<file path="src/rtl/serial_adder16.sv">
// serial_adder16 -- bit-serial adder, LSB first, one bit per clock.
//
// A WIDTH-bit addition takes WIDTH cycles in RUN. The sum is then presented
// with a single-cycle done pulse. The one-bit full-adder cell is built only
// from the Xor/And/Or gate cells, which are defined at the top of this file.
//
// Ports:
//   clk    rising-edge clock
//   rst_n  asynchronous active-low reset
//   start  request a new addition (accepted in IDLE or DONE)
//   a, b   WIDTH-bit operands, captured on the accepting edge
//   cin    carry-in, captured on the accepting edge
//   busy   high while an addition is running
//   done   one-cycle pulse: sum/cout just updated
//   sum    result of the last completed addition
//   cout   carry-out of the last completed addition

// Gate cell: 2-input XOR
module Xor (
   input  logic a,
   input  logic b,
   output logic y
);
   assign y = a ^ b;
endmodule

// Gate cell: 2-input AND
module And (
   input  logic a,
   input  logic b,
   output logic y
);
   assign y = a & b;
endmodule

// Gate cell: 2-input OR
module Or (
   input  logic a,
   input  logic b,
   output logic y
);
   assign y = a | b;
endmodule

module serial_adder16 #(
   parameter int WIDTH = 16
) (
   input  logic             clk,
   input  logic             rst_n,
   input  logic             start,
   input  logic [WIDTH-1:0] a,
   input  logic [WIDTH-1:0] b,
   input  logic             cin,
   output logic             busy,
   output logic             done,
   output logic [WIDTH-1:0] sum,
   output logic             cout
);

   localparam int CW = $clog2(WIDTH + 1);
   localparam logic [CW-1:0] LAST = CW'(WIDTH - 1);

   typedef enum logic [1:0] {IDLE, RUN, DONE} state_t;

   state_t           state;
   logic [WIDTH-1:0] ra, rb, rs;
   logic             c;
   logic [CW-1:0]    cnt;

   // Full-adder cell built from the gate library
   logic p, g, t, s, c_next;

   Xor u_x_p (.a(ra[0]), .b(rb[0]), .y(p));
   Xor u_x_s (.a(p),     .b(c),     .y(s));
   And u_a_g (.a(ra[0]), .b(rb[0]), .y(g));
   And u_a_t (.a(p),     .b(c),     .y(t));
   Or  u_o_c (.a(g),     .b(t),     .y(c_next));

   // Result register after this cycle's bit shifts in at the MSB end;
   // on the last bit this is the complete sum.
   logic [WIDTH-1:0] rs_next;
   assign rs_next = {s, rs[WIDTH-1:1]};

   always_ff @(posedge clk or negedge rst_n) begin
      if (!rst_n) begin
         state <= IDLE;
         ra    <= '0;
         rb    <= '0;
         rs    <= '0;
         c     <= 1'b0;
         cnt   <= '0;
         busy  <= 1'b0;
         done  <= 1'b0;
         sum   <= '0;
         cout  <= 1'b0;
      end else begin
         case (state)
            // DONE behaves like IDLE, apart from the done pulse it presents
            IDLE, DONE: begin
               done <= 1'b0;
               if (start) begin
                  ra    <= a;
                  rb    <= b;
                  c     <= cin;
                  cnt   <= '0;
                  busy  <= 1'b1;
                  state <= RUN;
               end else begin
                  busy  <= 1'b0;
                  state <= IDLE;
               end
            end
            RUN: begin
               // start is deliberately ignored here
               ra  <= ra >> 1;
               rb  <= rb >> 1;
               c   <= c_next;
               rs  <= rs_next;
               cnt <= cnt + 1'b1;
               if (cnt == LAST) begin
                  sum   <= rs_next;
                  cout  <= c_next;
                  busy  <= 1'b0;
                  done  <= 1'b1;
                  state <= DONE;
               end
            end
            default: begin
               busy  <= 1'b0;
               done  <= 1'b0;
               state <= IDLE;
            end
         endcase
      end
   end

endmodule

</file>
<file path="config.mk">
export PLATFORM = sky130hd
export DESIGN_NAME = serial_adder16
export DESIGN_NICKNAME = d
export VERILOG_FILES = /design/src/rtl/serial_adder16.sv
export SDC_FILE = /design/constraint.sdc
export NUM_CORES = 1
export LEC_CHECK = 0
export ABC_CLOCK_PERIOD_IN_PS = 2300
export CAP_MARGIN = 25
export CORE_MARGIN = 1
export CORE_UTILIZATION = 40
export CTS_CLUSTER_SIZE = 24
export DETAILED_ROUTE_END_ITERATION = 7
export PLACE_DENSITY = 0.6
export SYNTH_ARGS = -nofsm -noshare
export SYNTH_HDL_FRONTEND = slang
export SYNTH_SLANG_ARGS = --single-unit
</file>
<file path="constraint.sdc">
create_clock -name clk -period 2.3 [get_ports clk]
set_input_delay 0.46 -clock clk [delete_from_list [all_inputs] [get_ports clk]]
set_output_delay 0.46 -clock clk [all_outputs]
set_load 0.02 [all_outputs]
</file>
==> out/qor.csv, run 1 <==
metric;value;unit
final-report hold violation count;0;
initial antenna violation count;0;
dominant cell by count in the synthesized netlist;sky130_fd_sc_hd__nand2_1;
largest area contributor in the synthesized netlist;sky130_fd_sc_hd__dfrtp_1;
transition time at the pin with the least slew margin;0.908;ns
Final Wtd Congestion;0.653;
cell at the slowest stage of the critical path;sky130_fd_sc_hd__clkdlybuf4s50_1;
Final Skew;0.00809;ns
number of vias in the routed layout;2142;
R2R depth;5;
Worst R2R End;sum[13];
startpoint types;flop;
R2R setup slack;0.52;ns
synth top area cells;sky130_fd_sc_hd__dfrtp_1 (60%), sky130_fd_sc_hd__nand2_1 (9.5%), sky130_fd_sc_hd__a22oi_1 (7.7%);
share of the yosys chip area belonging to registers;60.3;%
WL per Instance;13.8;um
Floorplan Core Area;7290;um^2
library cells used by synthesis;27;
final instance area;3850;um^2
Detail Route Antenna Nets;0;
flop and latch count out of synthesis;73;
power per cell area;1320;nW/um^2
mux share of post-synthesis cell area;8.10;%
Synth Flop Type;sky130_fd_sc_hd__dfrtp_1;
via count of the first global-routing pass;2150;
adder-cell share of the synthesized area;1.49;%
Clock Sinks;73;
gr ovfl total;0;
Site Rows;31;
Die Y;89.0;um
post-layout minimum cycle time;1.80;ns
first-pass iteration count of the detailed router;4;
number of standard cells after synthesis;276;
CTS tree;yes;
largest family of logic cells by synthesized area;simple AND/OR/NAND/NOR gates;
MaxCap Viol Count;0;
total DRC errors in the routed layout;0;
Slew HR;39.5;%
CTS H-tree lvls;3;
post-synthesis share of cell area spent on and, or, nand and nor gates;16.9;%
static power due to leakage;1.87;nW
Mapped Nets;315;
average vias per placed instance;4.97;
worst-path cell chain;clkdlybuf4s50_1;
Clock Tree Root;sky130_fd_sc_hd__clkbuf_8;
clock buffer count from CTS;9;
Die Wd;89.0;um
Synth async-reset ratio;100;%
effective utilization at floorplan;41.5;%
worst r2r src;cnt[0];
unrepaired setup endpoints after global routing;no;
wire length of the first global-routing pass;10.4;mm
peak fanout along the critical path;3;
Post-DP HPWL;3.83;mm
Skew-Pair Late Insertion Delay;0.33;ns
area share of the largest cell type after synthesis;60.3;%
run status;finished, final reports clean;
post-synthesis share of cell area spent on xor and xnor gates;0;%
setup fix buffers added after clock tree synthesis;0;
largest incremental delay on the critical path;0.62;ns
Die Area;7920;um^2
Hold Crit Class;primary input to async pin;
share of final-layout standard cells stronger than drive strength 1;13.3;%
per-instance average area after synthesis;11.0;um^2
starting DRC count in detailed routing;130;
nature of the critical path endpoint;primary output;
arrival time reported for the critical path endpoint;1.34;ns
Fmax;557;MHz
CTS Hold Buffers Added;0;
number of enable flip-flop cells after synthesis;0;
highest ir drop seen on vdd;0.000553;V
type of the worst setup path;flop to primary output;
final number of setup-violating endpoints;0;
required time at the worst-slack endpoint;1.84;ns
Commonest cells post-synth;sky130_fd_sc_hd__nand2_1 (77), sky130_fd_sc_hd__dfrtp_1 (73), sky130_fd_sc_hd__nand3_1 (32);
number of antenna diodes;0;
netlist area before placement;3030;um^2
Final nets;366;
Warnings, synthesis;0;
Total Routing Usage GR;17.2;%
buffers and inverters on the worst path;1;
Ports;55;
Final period util;78.1;%
area overhead of the layout relative to synthesis;27.1;%
instance area at placement;3650;um^2
Slew Viols, Final;0;
number of gates resized after cts;0;
setup tns final;0;ns
buffers added on ports;54;
routed wire length;5.93;mm
worst-case clock buffer depth;2;
Worst path top cell family by delay;buffers and inverters;
post-CTS clock slew at the launch and capture registers of the worst setup and hold paths;0.08;ns
compound-cell area share of the yosys netlist;9.67;%
largest net degree at the start of global routing;74;
## cells by family (layout without fill, tap and decap cells)
| logic type | Yosys count | after routing |
|---|---|---|
| and+or+nand+nor | 118 | 118 |
| DFF | 73 | 73 |
| AOI/OAI and AO/OA | 39 | 39 |
| buffers and inverters | 24 | 80 |
| muxes | 19 | 19 |
| adders and majority gates | 3 | 3 |
## per-layer routing
layer	GRT usage, %	wire length, um
met3	3.51	303
met2	26.4	2650
met4	6.93	42
met1	24.0	2940
met5	0	0
## worst max path at each step
| stage | from | to | slack, ns | cells past startpoint |
|---|---|---|---|---|
| finish | done | done | 0.50 | 1 |
| floorplan | cnt[0] | sum[10] | 0.61 | 6 |
| CTS | busy | busy | 0.48 | 1 |
| global placement | cnt[0] | sum[0] | 0.53 | 5 |
| global route | cnt[0] | sum[14] | 0.40 | 5 |
| detailed placement | cnt[0] | cout | 0.50 | 5 |
## report_power, final
group          leakage (nW)  internal, mW  switching [mW]
combinational         0.843         0.871            1.02
sequential            0.927          1.85           0.343
clock                0.0953         0.527           0.453
## registers in the layout, indices dropped and copies added, names as in the netlist
signal / flops
cout: 1
rb: 16
done: 1
sum: 16
c: 1
ra: 16
cnt: 5
busy: 1
rs: 15
state: 1
## through the flow
stage | setup slack (ns) | power, mW | instances | hold WS, ns | util (%)
after floorplan | 0.607 | 3.48 | 276 | 0.164 | -
after global placement | 0.535 | 4.09 | 415 | 0.465 | 50.1
after detailed placement | 0.502 | 4.15 | 415 | 0.478 | 50.1
after CTS | 0.480 | 5.14 | 431 | 0.285 | 52.8
after global routing | 0.400 | 5.50 | 431 | 0.321 | 52.8
final | 0.505 | 5.07 | 431 | 0.265 | 52.8
## cell type report
type | count | area [um^2]
Timing Repair Buffer | 61 | 591
Clock buffer | 11 | 141
Inverter | 3 | 11.3
Fill cell | 680 | 3440
Multi-Input combinational cell | 179 | 1100
Sequential cell | 73 | 1830
Tap cell | 99 | 124
Clock inverter | 5 | 55.1
## cells in the final DEF, fill, tap and decap left out
cell type                         instances
sky130_fd_sc_hd__a21o_1                   1
sky130_fd_sc_hd__a22o_1                   3
sky130_fd_sc_hd__a22oi_1                 31
sky130_fd_sc_hd__and2b_2                  1
sky130_fd_sc_hd__and3_1                   1
sky130_fd_sc_hd__buf_4                    8
sky130_fd_sc_hd__bufinv_16                1
sky130_fd_sc_hd__clkbuf_1                 1
sky130_fd_sc_hd__clkbuf_8                10
sky130_fd_sc_hd__clkdlybuf4s50_1         53
sky130_fd_sc_hd__clkinv_2                 2
sky130_fd_sc_hd__clkinvlp_4               2
sky130_fd_sc_hd__dfrtp_1                 73
sky130_fd_sc_hd__fa_1                     1
sky130_fd_sc_hd__ha_1                     2
sky130_fd_sc_hd__inv_1                    3
sky130_fd_sc_hd__mux2_2                   8
sky130_fd_sc_hd__mux2_4                   9
sky130_fd_sc_hd__mux2i_1                  2
sky130_fd_sc_hd__nand2_1                 77
sky130_fd_sc_hd__nand2_4                  1
sky130_fd_sc_hd__nand2b_1                 1
sky130_fd_sc_hd__nand2b_2                 1
sky130_fd_sc_hd__nand3_1                 32
sky130_fd_sc_hd__nand4_1                  1
sky130_fd_sc_hd__nor2_1                   1
sky130_fd_sc_hd__nor2b_2                  1
sky130_fd_sc_hd__nor3b_1                  1
sky130_fd_sc_hd__o21ai_0                  2
sky130_fd_sc_hd__o2bb2ai_1                1
sky130_fd_sc_hd__o31ai_1                  1
Power figures use the tool's default switching activity.
==> run 2, diff against run 1 <==
- ABC_CLOCK_PERIOD_IN_PS: 2300 -> 1500
- PLACE_DENSITY: 0.6 -> 0.62
- clock period: 2.3 -> 1.5 ns (I/O delays scaled with it)
==> run 2 against run 1 <==
Sequential share of layout area down 3.4 points. The run now ends with negative setup slack left. Sequential power grew 54%. Critical path type is now flop to flop. Combinational power grew 69%.
==> out/qor.csv, run 2 (synthesis gave the netlist of run 1 again) <==
metric;value;unit;change
final instance count without filler cells;453;;+5.1%
effective utilization at floorplan;41.5;%;unchanged
MaxCap Viol Count;0;;unchanged
Sw Pwr;2.97;mW;+63%
clock buffer count from CTS;9;;unchanged
worst-case clock buffer depth;2;;unchanged
total power;8.44;mW;+67%
CTS tree;yes;;
startpoint types;flop;;
average vias per placed instance;5.00;;+0.65%
Detail Route Antenna Nets;0;;unchanged
gr ovfl total;0;;unchanged
largest net degree at the start of global routing;56;;-24%
final worst slack;-0.0366;ns;-0.541 ns
final standard cell utilization of the core;56.9;%;+4.1 points
Clock Sinks;73;;unchanged
Floorplan Core Area;7290;um^2;unchanged
violated checks;negative setup slack;;
Die Wd;89.0;um;unchanged
Slew Viols, Final;0;;unchanged
post-CTS clock slew at the launch and capture registers of the worst setup and hold paths;0.08;ns;about the same
nature of the critical path endpoint;flop;;
starting DRC count in detailed routing;154;;+18%
most frequent cells in the layout;sky130_fd_sc_hd__nand2_1 (77), sky130_fd_sc_hd__dfrtp_1 (73), sky130_fd_sc_hd__clkdlybuf4s50_1 (34), sky130_fd_sc_hd__nand3_1 (32), sky130_fd_sc_hd__a22oi_1 (31);;
Clk network pwr share;22.2;%;+2.8 points
Ports;55;;unchanged
Slew HR;79.3;%;+40 points
required time at the worst-slack endpoint;1.74;ns;-0.10 ns
Total Routing Usage GR;18.2;%;+1.0 points
R2R depth;6;;+1
cell at the slowest stage of the critical path;sky130_fd_sc_hd__dfrtp_1;;
Clock Tree Root;sky130_fd_sc_hd__clkbuf_8;;
initial antenna violation count;0;;unchanged
run status;finished with violations;;
number of vias in the routed layout;2266;;+5.8%
first-pass iteration count of the detailed router;5;;+1
Die Y;89.0;um;unchanged
part of the total power dissipated in sequential elements;40.0;%;-3.3 points
Hold Crit Class;primary input to async pin;;
highest ir drop seen on vdd;0.000804;V;+46%
transition time at the pin with the least slew margin;0.311;ns;-0.597 ns
static power due to leakage;2.11;nW;+13%
unrepaired setup endpoints after global routing;yes;;
routed wire length;6.41;mm;+8.1%
commonest non-fill, non-tap cell in the layout;sky130_fd_sc_hd__nand2_1;;
Die Area;7920;um^2;unchanged
WL per Instance;14.2;um;+2.8%
type of the worst setup path;flop to flop;;
power per cell area;2030;nW/um^2;+54%
placed insts;431;;+3.9%
final number of setup-violating endpoints;17;;+17
post-layout minimum cycle time;1.54;ns;
Fmax;651;MHz;
logic gate share of total power;37.8;%;+0.4 points
fill cell total of the finished layout;670;;-1.5%
via count of the first global-routing pass;2196;;+2.1%
arrival time reported for the critical path endpoint;1.78;ns;+0.44 ns
wire length of the first global-routing pass;10.6;mm;+2.3%
internal portion of total power;5.47;mW;+69%
Post-DP HPWL;4.16;mm;+8.5%
Sw Share;35.1;%;-0.76 points
peak fanout along the critical path;5;;+2
Site Rows;31;;unchanged
Final Wtd Congestion;0.721;;+10%
area overhead of the layout relative to synthesis;37.1;%;
Final nets;388;;+6.0%
buffers added on ports;54;;unchanged
Skew-Pair Late Insertion Delay;0.35;ns;+0.02 ns
total DRC errors in the routed layout;0;;unchanged
worst-path cell chain;ha_2, and3_4, ha_4, nand2_8, clkbuf_16, mux2_4;;
Final Skew;0.0102;ns;+0.00207 ns
leading registers by flop count;ra x16, rb x16, sum x16;;
largest incremental delay on the critical path;0.39;ns;-0.23 ns
number of antenna diodes;0;;unchanged
CTS H-tree lvls;3;;unchanged
share of final-layout standard cells stronger than drive strength 1;19.2;%;+6.0 points
worst setup timing slack at the placement stage;-0.101;ns;-0.603 ns
Final period util;102;%;
final-report hold violation count;0;;unchanged
[run 2: changes by cell type in the layout (fill, tap and decap cells not counted), moves of 2 or more]
cell,delta
sky130_fd_sc_hd__clkdlybuf4s50_1,-19
sky130_fd_sc_hd__bufinv_16,+2
sky130_fd_sc_hd__ha_1,-2
sky130_fd_sc_hd__buf_12,+2
sky130_fd_sc_hd__dlygate4sd2_1,+19
sky130_fd_sc_hd__clkinv_2,-2
sky130_fd_sc_hd__mux2_2,-8
sky130_fd_sc_hd__buf_6,+3
sky130_fd_sc_hd__mux2_4,+8
sky130_fd_sc_hd__buf_4,+15
[run 2: path summary, 6_finish.rpt]
| kind | slack (ns) | to | start |
|---|---|---|---|
| worst max register to register | -0.04 | sum[4] | cnt[0] |
| worst min register to register | 0.50 | cnt[3] | cnt[3] |
| min in group clk | 0.50 | cnt[3] | cnt[3] |
| worst min-delay path | 0.36 | sum[9] | rst_n |
| max in group asynchronous | 0.55 | rb[6] | rst_n |
| worst max-delay path | -0.04 | sum[4] | cnt[0] |
[run 2: power groups by stage]
| stage | Sequential [mW] | Combinational (mW) | Clock [mW] |
|---|---|---|---|
| 2_1_floorplan | 3.49 | 1.87 | 0 |
| 3_3_place_gp | 3.37 | 3.11 | 0 |
| 3_5_place_dp | 3.40 | 3.20 | 0 |
| 4_1_cts | 3.37 | 3.12 | 1.92 |
| 5_1_grt | 3.47 | 3.61 | 2.01 |
| 6_report | 3.37 | 3.19 | 1.87 |
[run 2: layer usage]
| layer | vias to the layer above | track usage, % | part of all wire, % |
|---|---|---|---|
| met4 | 0 | 6.78 | 1.0 |
| met1 | 1102 | 24.8 | 46 |
| met2 | 59 | 27.5 | 49 |
| met3 | 6 | 5.63 | 4.2 |
| li1 | 1099 | - | - |
| met5 | - | 0 | 0 |
[run 2: critical path, delay by kind of cell, from the launching register on]
kind,cells,cell delay (ns)
buffers and inverters,1,0.15
multiplexers,1,0.29
adder cells (fa/ha/maj),2,0.35
AND/OR/NAND/NOR,2,0.23
flip-flops,1,0.39
[run 2: stage by stage]
step                      instance area [um^2]  hold slack, ns  setup TNS (ns)
after detailed placement                  3820           0.195           -2.01
after global routing                      4150           0.375          -0.708
after CTS                                 4070           0.350          -0.439
after floorplan                           3050         0.00441          -0.811
final                                     4150           0.364          -0.293
after global placement                    3820           0.190           -1.18
[run 2: cell type report]
class                      count  area, um^2  share of cell area, %
sequential                    73        1830                   44.0
multi-input combinational    179        1160                   27.9
timing repair buffer          83         788                   19.0
clock buffer                  10         128                   3.08
tap                           99         124                   2.98
clock inverter                 6         114                   2.74
inverter                       3        11.3                  0.271
[run 2: what timing repair did]
item,4_1_cts,5_1_grt
hold buffers,1,0
hold endpoints to repair,18,0
gates cloned,0,1
pin swaps,4,1
setup buffers,1,3
endpoints found under the setup margin,36,17
resized for setup,23,8
